$ cat src/rtl/sha256_msg_padder.sv
// SHA-256 message padder: 32-bit word stream in, 16-word padded blocks out.
// Appends the 0x80 marker, zero fill and the 64-bit big-endian bit length.
module sha256_msg_padder #(
    parameter int LEN_W = 64
) (
    input  logic        C,
    input  logic        R,
    input  logic [0:31] IN_WORD,
    input  logic        IN_VALID,
    input  logic        IN_LAST,
    input  logic [1:0]  IN_NBYTES,
    output logic        IN_READY,
    output logic [0:31] OUT_WORD,
    output logic        OUT_VALID,
    input  logic        OUT_READY,
    output logic        OUT_FIRST,
    output logic        OUT_LASTW,
    output logic        MSG_DONE
);

    typedef enum logic [2:0] {
        S_DATA,
        S_PAD80,
        S_ZERO,
        S_LEN_HI,
        S_LEN_LO
    } state_t;

    state_t             r_state;
    logic [3:0]         r_idx;
    logic [LEN_W-4:0]   r_bytes;
    logic [0:31]        r_word;
    logic               r_valid;
    logic               r_first;
    logic               r_lastw;
    logic               r_done;

    logic               w_free;
    logic               w_load;
    logic [3:0]         w_next_idx;
    logic [2:0]         w_n;
    logic [0:31]        w_mark;
    logic [LEN_W-1:0]   w_bitlen;
    logic [63:0]        w_len64;

    // r_idx is the block position of the next word to enter the output register
    assign w_free     = !r_valid || OUT_READY;
    assign IN_READY   = (r_state == S_DATA) && w_free;
    assign w_load     = w_free && ((r_state != S_DATA) || IN_VALID);
    assign w_next_idx = r_idx + 4'd1;
    assign w_n        = (IN_NBYTES == 2'd0) ? 3'd4 : {1'b0, IN_NBYTES};
    assign w_bitlen   = {r_bytes, 3'b000};
    assign w_len64    = 64'(w_bitlen);

    assign OUT_WORD   = r_word;
    assign OUT_VALID  = r_valid;
    assign OUT_FIRST  = r_first;
    assign OUT_LASTW  = r_lastw;
    assign MSG_DONE   = r_done;

    // Final partial word: keep the valid leading bytes, insert the marker
    always_comb begin
        w_mark = IN_WORD;
        case (IN_NBYTES)
            2'd1:    w_mark = {IN_WORD[0:7], 8'h80, 16'h0000};
            2'd2:    w_mark = {IN_WORD[0:15], 8'h80, 8'h00};
            2'd3:    w_mark = {IN_WORD[0:23], 8'h80};
            default: w_mark = IN_WORD;
        endcase
    end

    // Padding FSM with a single registered output stage
    always_ff @(posedge C or negedge R) begin
        if (!R) begin
            r_state <= S_DATA;
            r_idx   <= 4'd0;
            r_bytes <= '0;
            r_word  <= '0;
            r_valid <= 1'b0;
            r_first <= 1'b0;
            r_lastw <= 1'b0;
            r_done  <= 1'b0;
        end else begin
            if (r_valid && OUT_READY) begin
                r_valid <= 1'b0;
            end
            if (w_load) begin
                r_valid <= 1'b1;
                r_first <= (r_idx == 4'd0);
                r_lastw <= (r_idx == 4'd15);
                r_done  <= (r_state == S_LEN_LO);
                r_idx   <= w_next_idx;
                case (r_state)
                    S_DATA: begin
                        if (IN_LAST) begin
                            r_bytes <= r_bytes + (LEN_W-3)'(w_n);
                            if (w_n == 3'd4) begin
                                r_word  <= IN_WORD;
                                r_state <= S_PAD80;
                            end else begin
                                r_word  <= w_mark;
                                r_state <= (w_next_idx == 4'd14) ?
                                           S_LEN_HI : S_ZERO;
                            end
                        end else begin
                            r_bytes <= r_bytes + (LEN_W-3)'(3'd4);
                            r_word  <= IN_WORD;
                        end
                    end
                    S_PAD80: begin
                        r_word  <= 32'h8000_0000;
                        r_state <= (w_next_idx == 4'd14) ?
                                   S_LEN_HI : S_ZERO;
                    end
                    S_ZERO: begin
                        r_word <= 32'h0000_0000;
                        if (w_next_idx == 4'd14) begin
                            r_state <= S_LEN_HI;
                        end
                    end
                    S_LEN_HI: begin
                        r_word  <= w_len64[63:32];
                        r_state <= S_LEN_LO;
                    end
                    S_LEN_LO: begin
                        r_word  <= w_len64[31:0];
                        r_bytes <= '0;
                        r_state <= S_DATA;
                    end
                    default: begin
                        r_state <= S_DATA;
                    end
                endcase
            end
        end
    end

endmodule

$ cat config.mk
export PLATFORM = sky130hd
export DESIGN_NAME = sha256_msg_padder
export DESIGN_NICKNAME = d
export VERILOG_FILES = /design/src/rtl/sha256_msg_padder.sv
export SDC_FILE = /design/constraint.sdc
export NUM_CORES = 1
export LEC_CHECK = 0
export ABC_AREA = 1
export CAP_MARGIN = 15
export CELL_PAD_IN_SITES_DETAIL_PLACEMENT = 1
export CELL_PAD_IN_SITES_GLOBAL_PLACEMENT = 2
export CORE_MARGIN = 2
export CORE_UTILIZATION = 29
export DETAILED_ROUTE_END_ITERATION = 7
export PLACE_DENSITY = 0.76
export SLEW_MARGIN = 20
export SYNTH_ARGS = -nofsm -noshare
export SYNTH_HDL_FRONTEND = slang
export SYNTH_SLANG_ARGS = --single-unit
$ cat constraint.sdc
create_clock -name C -period 2.09 [get_ports C]
set_clock_uncertainty 0.1 [all_clocks]
set_input_delay 0.209 -clock C [delete_from_list [all_inputs] [get_ports C]]
set_output_delay 0.209 -clock C [all_outputs]
set_load 0.05 [all_outputs]
# Word-level counts from Yosys, hierarchy flattened
# Cells that the tools add are included.
# word_totals
register_bits	104
latchBits	0
ramBits	0
rom_bits	0
inputBits	39
output_inout_bits	37
wordCells	53
mem_count	0
# classes
add_sub_neg	3
mul	0
n_div	0
order_cmp	0
eq_ne	12
shifts	0
muxes	14
bitwise	0
n_reduce_logical	16
# op_table
op	count
case mux 32 bit (5 select lines)	1
case mux 61 bit (2 select lines)	1
case mux 24 bit (3 select lines)	1
adder 61 x 3 -> 61 bit	1
adder 61 x 3 -> 61 bit (second input constant)	1
two-way mux 61 bit	1
two-way mux 24 bit	2
case mux 3 bit (4 select lines)	1
two-way mux 3 bit	3
equality test 4 bit (second input constant)	2
equality test 3 x 2 -> 1 bit (second input constant)	2
equality test 3 bit (second input constant)	2
nonzero test 5 bit	1
adder 4 x 1 -> 4 bit (second input constant)	1
equality test 2 bit (second input constant)	2
zero test 4 bit	1
!= test 2 bit (second input constant)	2
AND reduction 2 bit	2
nonzero test 2 bit	2
equality test 3 x 1 -> 1 bit (second input constant)	1
logical AND 1 bit	3
zero test 3 bit	1
two-way mux 1 bit	3
AND reduction 3 bit	1
6 further kinds	7

# Longest topological paths before layout
# logic_depth
word_depth	6
ltp_mapped	13
mapped_depth_nobuf	13

# Worst setup path before layout
# No wires, ideal clock.
# synth_timing
kind	register to register
startpoint	register r_bytes[0]
endpoint	register r_bytes[22]
setup_ns	0.122
t_arrival_ns	1.831
required_ns	1.868
setup_slack_ns	0.037
path_stages_with_launch	14
n_path_buf	0
period_less_slack_ns	2.053
path_cell_list	dfrtp_1 ha_1 inv_1 fa_1 inv_1 nand3_1 nand3_1 o21ai_1 nor2_1 nand2_1 inv_1 nand3_1 nand2_1 nor2_1
# synth_between
elab_chain_cells	3
word_cells_on_any_way	4
cone_classes	add/sub: 2; mux: 2
# synth_lines
item	line	source
start: declaration	31	logic [LEN_W-4:0] r_bytes;
start signal: assignment	96	r_bytes <= r_bytes + (LEN_W-3)'(w_n);
start signal: assignment	106	r_bytes <= r_bytes + (LEN_W-3)'(3'd4);
adder 61 x 3 -> 61 bit (on tied branches)	106, 96	
two-way mux 61 bit (*)	95	if (IN_LAST) begin
case mux 61 bit (2 select lines) (*)	93	case (r_state)
# Every way passes the cells marked *; elsewhere a longest branch is shown, timed or not.
# A chain may end at the register's enable or synchronous reset.

# Worst setup path in the final report
# layout_timing
startpoint	register r_bytes[0]
endpoint	register r_bytes[44]
# The elaborated chain is that of the path after synthesis.

==> results.sh <==
export IMPL_final_net_count=1226
export IMPL_hold_violations=0
export IMPL_drc=0
export IMPL_gp_congestion=0.942
export IMPL_ys_seq_elements=104
export IMPL_antenna_left=0
export IMPL_status="complete, no violations"
export IMPL_worstMarginPinSlew_ns=0.518
export IMPL_cp_start_kind="register"
export IMPL_cts_tree="done"
export IMPL_rsz0062_at_grt="yes"
export IMPL_cts_num_sinks=104
export IMPL_root_buffer="clkbuf_16"
export IMPL_worstSetupPathDepth=14
export IMPL_path_clk_slew_ns=0.08
export IMPL_netlist_instances=1015
export IMPL_required_ns=2.24
export IMPL_cp_max_fo=3
export IMPL_first_global_vias=7632
export IMPL_dr_pass1_iters=5
export IMPL_critPathKind="register to register"
export IMPL_cpMaxStageDelayCell="dfrtp_1"
export IMPL_initial_core_util_pct=29.4
export IMPL_setup_viol=0
export IMPL_critPathMaxStageDelay_ns=0.37
export IMPL_syn_to_final_growth_pct=37.8
export IMPL_fmax_mhz=482
export IMPL_routed_via_density=4.96
export IMPL_worstPathCellList="ha_2, inv_2, fa_2, inv_2, nand3_4, nand3_4, buf_4, nand2_2, nor2_4, nand2_2, nor2_2, nand2_1, nand2_1, nor2_1"
export IMPL_ys_types=44
export IMPL_io_pins=76
export IMPL_syn_nets=1062
export IMPL_period_needed_ns=2.08
export IMPL_switching_share_pct=46.9
export IMPL_final_area_sq_mm=0.00945
export IMPL_die_h_microns=158
export IMPL_drtIter0Drc=371
export IMPL_drv_slew=0
export IMPL_path_delay_family="simple AND/OR/NAND/NOR gates"
export IMPL_cp_arrival_ns=2.23
export IMPL_dr_total_vias=7460
export IMPL_ys_seq_area_share_pct=38.0
export IMPL_p_seq_share_pct=28.9
export IMPL_avgSynthCellArea_sq_um=6.75
export IMPL_worstSkewPairLatency_ns=0.36
export IMPL_die_area_sq_mm=0.0249
export IMPL_grt_overflow=0
export IMPL_clock_power_share_pct=17.9
export IMPL_finalWorstSetupSlack_ns=0.0141
export IMPL_comb_power_share_pct=53.2
export IMPL_antenna_found_initial=0
export IMPL_cap_violations=0
export IMPL_endpoint_kind="register"
export IMPL_core_sq_mm=0.0233
export IMPL_finalCritPeriodShare_pct=99.3
export IMPL_cp_buffers_inverters=3
export IMPL_min_path_type="input port to asynchronous set/reset pin"
export IMPL_drive_above_1_share_pct=19.8
export IMPL_clockBufferDepth=2
export IMPL_grt_pass1_wl_mm=44.7
export IMPL_place_hpwl_mm=23.4
export IMPL_die_x_microns=158
export IMPL_irDropWorstVdd_mv=0.465
export IMPL_power_switching_mw=5.16
export IMPL_p_int_mw=5.84
export IMPL_port_buffers=75
export IMPL_antenna_cells=0
export IMPL_yosysWarnings=0
export IMPL_powerDensity_mw_per_mm2=1160
export IMPL_cts_made_buffers=9
export IMPL_wl_mm=29.2
export IMPL_place_area_sq_mm=0.00871
export IMPL_dpl_worst_slack_ns=-0.564
export IMPL_ctsHtreeMaxLevel=3
export IMPL_synth_area_sq_mm=0.00686
export IMPL_rr_worst_depth=14
export IMPL_track_usage_pct=24.1
export IMPL_cellLeakagePower_nw=4.17
export IMPL_slew_headroom_pct=65.4
export IMPL_wl_per_cell_microns=19.4
export IMPL_rows=56
export IMPL_grt_max_degree=54
==> logic make-up (layout without fill, tap and decap cells) <==
family,after synthesis,after routing,synth area share [%]
buffers and inverters,111,280,6.95
adders and majority gates,8,8,1.57
xor gates and xnor gates,3,3,0.383
DFF,104,104,38.0
AOI/OAI and AO/OA,166,166,15.3
and+or+nand+nor,623,623,37.8
==> routing by layer <==
metal | vias to the layer above | GRT usage, % | part of all wire, %
met5 | - | 0 | 0
met4 | 0 | 8.18 | 2.8
met3 | 31 | 2.96 | 3.8
met2 | 139 | 41.3 | 49
met1 | 3659 | 31.3 | 45
li1 | 3631 | - | -
==> per-stage QoR <==
step / power [mW] / util, % / hold WS (ns) / TNS (ns) / cells
final: 11.0 / 40.5 / 0.127 / 0 / 1503
after global routing: 11.7 / 40.5 / 0.134 / -0.882 / 1503
after CTS: 10.9 / 39.2 / 0.115 / 0 / 1498
after detailed placement: 8.83 / 37.3 / -0.0456 / -23.24 / 1480
after global placement: 8.73 / 37.3 / -0.0462 / -17.51 / 1480
after floorplan: 6.51 / - / -0.187 / 0 / 1015
==> repair_timing <==
item,in CTS,in global routing
gates cloned,0,0
buffers inserted,1,5
endpoints found under the hold margin,104,0
pin swaps,4,21
hold buffers,1,0
setup endpoints to repair,45,52
resized for setup,23,69
==> final timing paths <==
kind / endpoint / startpoint / slack [ns]
setup / recovery: r_bytes[44] / r_bytes[0] / 0.01
hold reg to reg: OUT_LASTW / OUT_LASTW / 0.39
min in group C: OUT_WORD[21] / IN_WORD[21] / 0.32
setup reg to reg: r_bytes[44] / r_bytes[0] / 0.01
hold / removal: OUT_WORD[27] / R / 0.13
max in group asynchronous: OUT_WORD[3] / R / 1.22
==> synth_stat cells (all sizes together) <==
| cell type | number | share of area, % |
|---|---|---|
| xor2 | 3 | 0.38 |
| o31ai | 1 | 0.11 |
| o22ai | 1 | 0.091 |
| clkbuf | 4 | 0.22 |
| and3 | 1 | 0.091 |
| nand4 | 16 | 1.6 |
| nand2 | 315 | 18 |
| o21bai | 2 | 0.22 |
| nor3 | 14 | 1.1 |
| ha | 7 | 1.3 |
| nand3 | 62 | 4.7 |
| a2bb2oi | 17 | 2.9 |
| nor2 | 208 | 12 |
| or2 | 1 | 0.091 |
| fa | 1 | 0.29 |
| o21a | 2 | 0.22 |
| o21ai | 59 | 4.7 |
| buf | 22 | 2.0 |
| nor3b | 4 | 0.44 |
| nand3b | 2 | 0.22 |
| a31oi | 3 | 0.27 |
| o211ai | 3 | 0.53 |
| dfrtp | 104 | 38 |
| a22oi | 14 | 1.5 |
| inv | 85 | 4.7 |
| a21oi | 64 | 4.7 |
==> sequential cells by signal (all words and copies together) (netlist names) <==
name       count
MSG_DONE       1
OUT_FIRST      1
OUT_LASTW      1
OUT_VALID      1
OUT_WORD      32
r_bytes       61
r_idx          4
r_state        3
==> worst reg2reg max path, delay by kind of cell, from the launching register on <==
| kind | cells | cell delay [ns] |
|---|---|---|
| and+or+nand+nor | 9 | 0.71 |
| DFF | 1 | 0.37 |
| adders and majority gates | 2 | 0.52 |
| buffers and inverters | 3 | 0.26 |
==> layout by cell type (no fill, tap or decap), drive strengths merged <==
master,synthesis,layout
o21a,2,2
or2,1,1
nand4,16,16
o211ai,3,3
clkdlybuf4s50,0,72
dlygate4sd3,0,1
nand3,62,62
o31ai,1,1
buf,22,105
o21ai,59,59
o21bai,2,2
clkinvlp,0,1
clkinv,0,1
clkbuf,4,9
nor3b,4,4
and3,1,1
dlymetal6s2s,0,1
nand3b,2,2
a2bb2oi,17,17
nor3,14,14
o22ai,1,1
a22oi,14,14
xor2,3,3
fa,1,1
nor2,208,208
a31oi,3,3
a21oi,64,64
bufinv,0,2
ha,7,7
nand2,315,315
dfrtp,104,104
inv,85,88
==> layout make-up <==
type,count,area (sq um)
well taps,319,399
clock buffers,9,225
repair buffers,179,1670
clock inverters,7,109
flip-flops and latches,104,2610
multi-input cells,800,4100
fillers,2919,13900
inverters,85,328
==> power by group through the flow <==
| stage | Clock (mW) | Combinational (mW) | Sequential [mW] |
|---|---|---|---|
| floorplan | 0 | 2.35 | 4.16 |
| global placement | 0 | 5.56 | 3.17 |
| detailed placement | 0 | 5.65 | 3.19 |
| CTS | 2.02 | 5.76 | 3.16 |
| global route | 2.09 | 6.34 | 3.25 |
| finish | 1.96 | 5.86 | 3.18 |
Power figures use the tool's default switching activity.
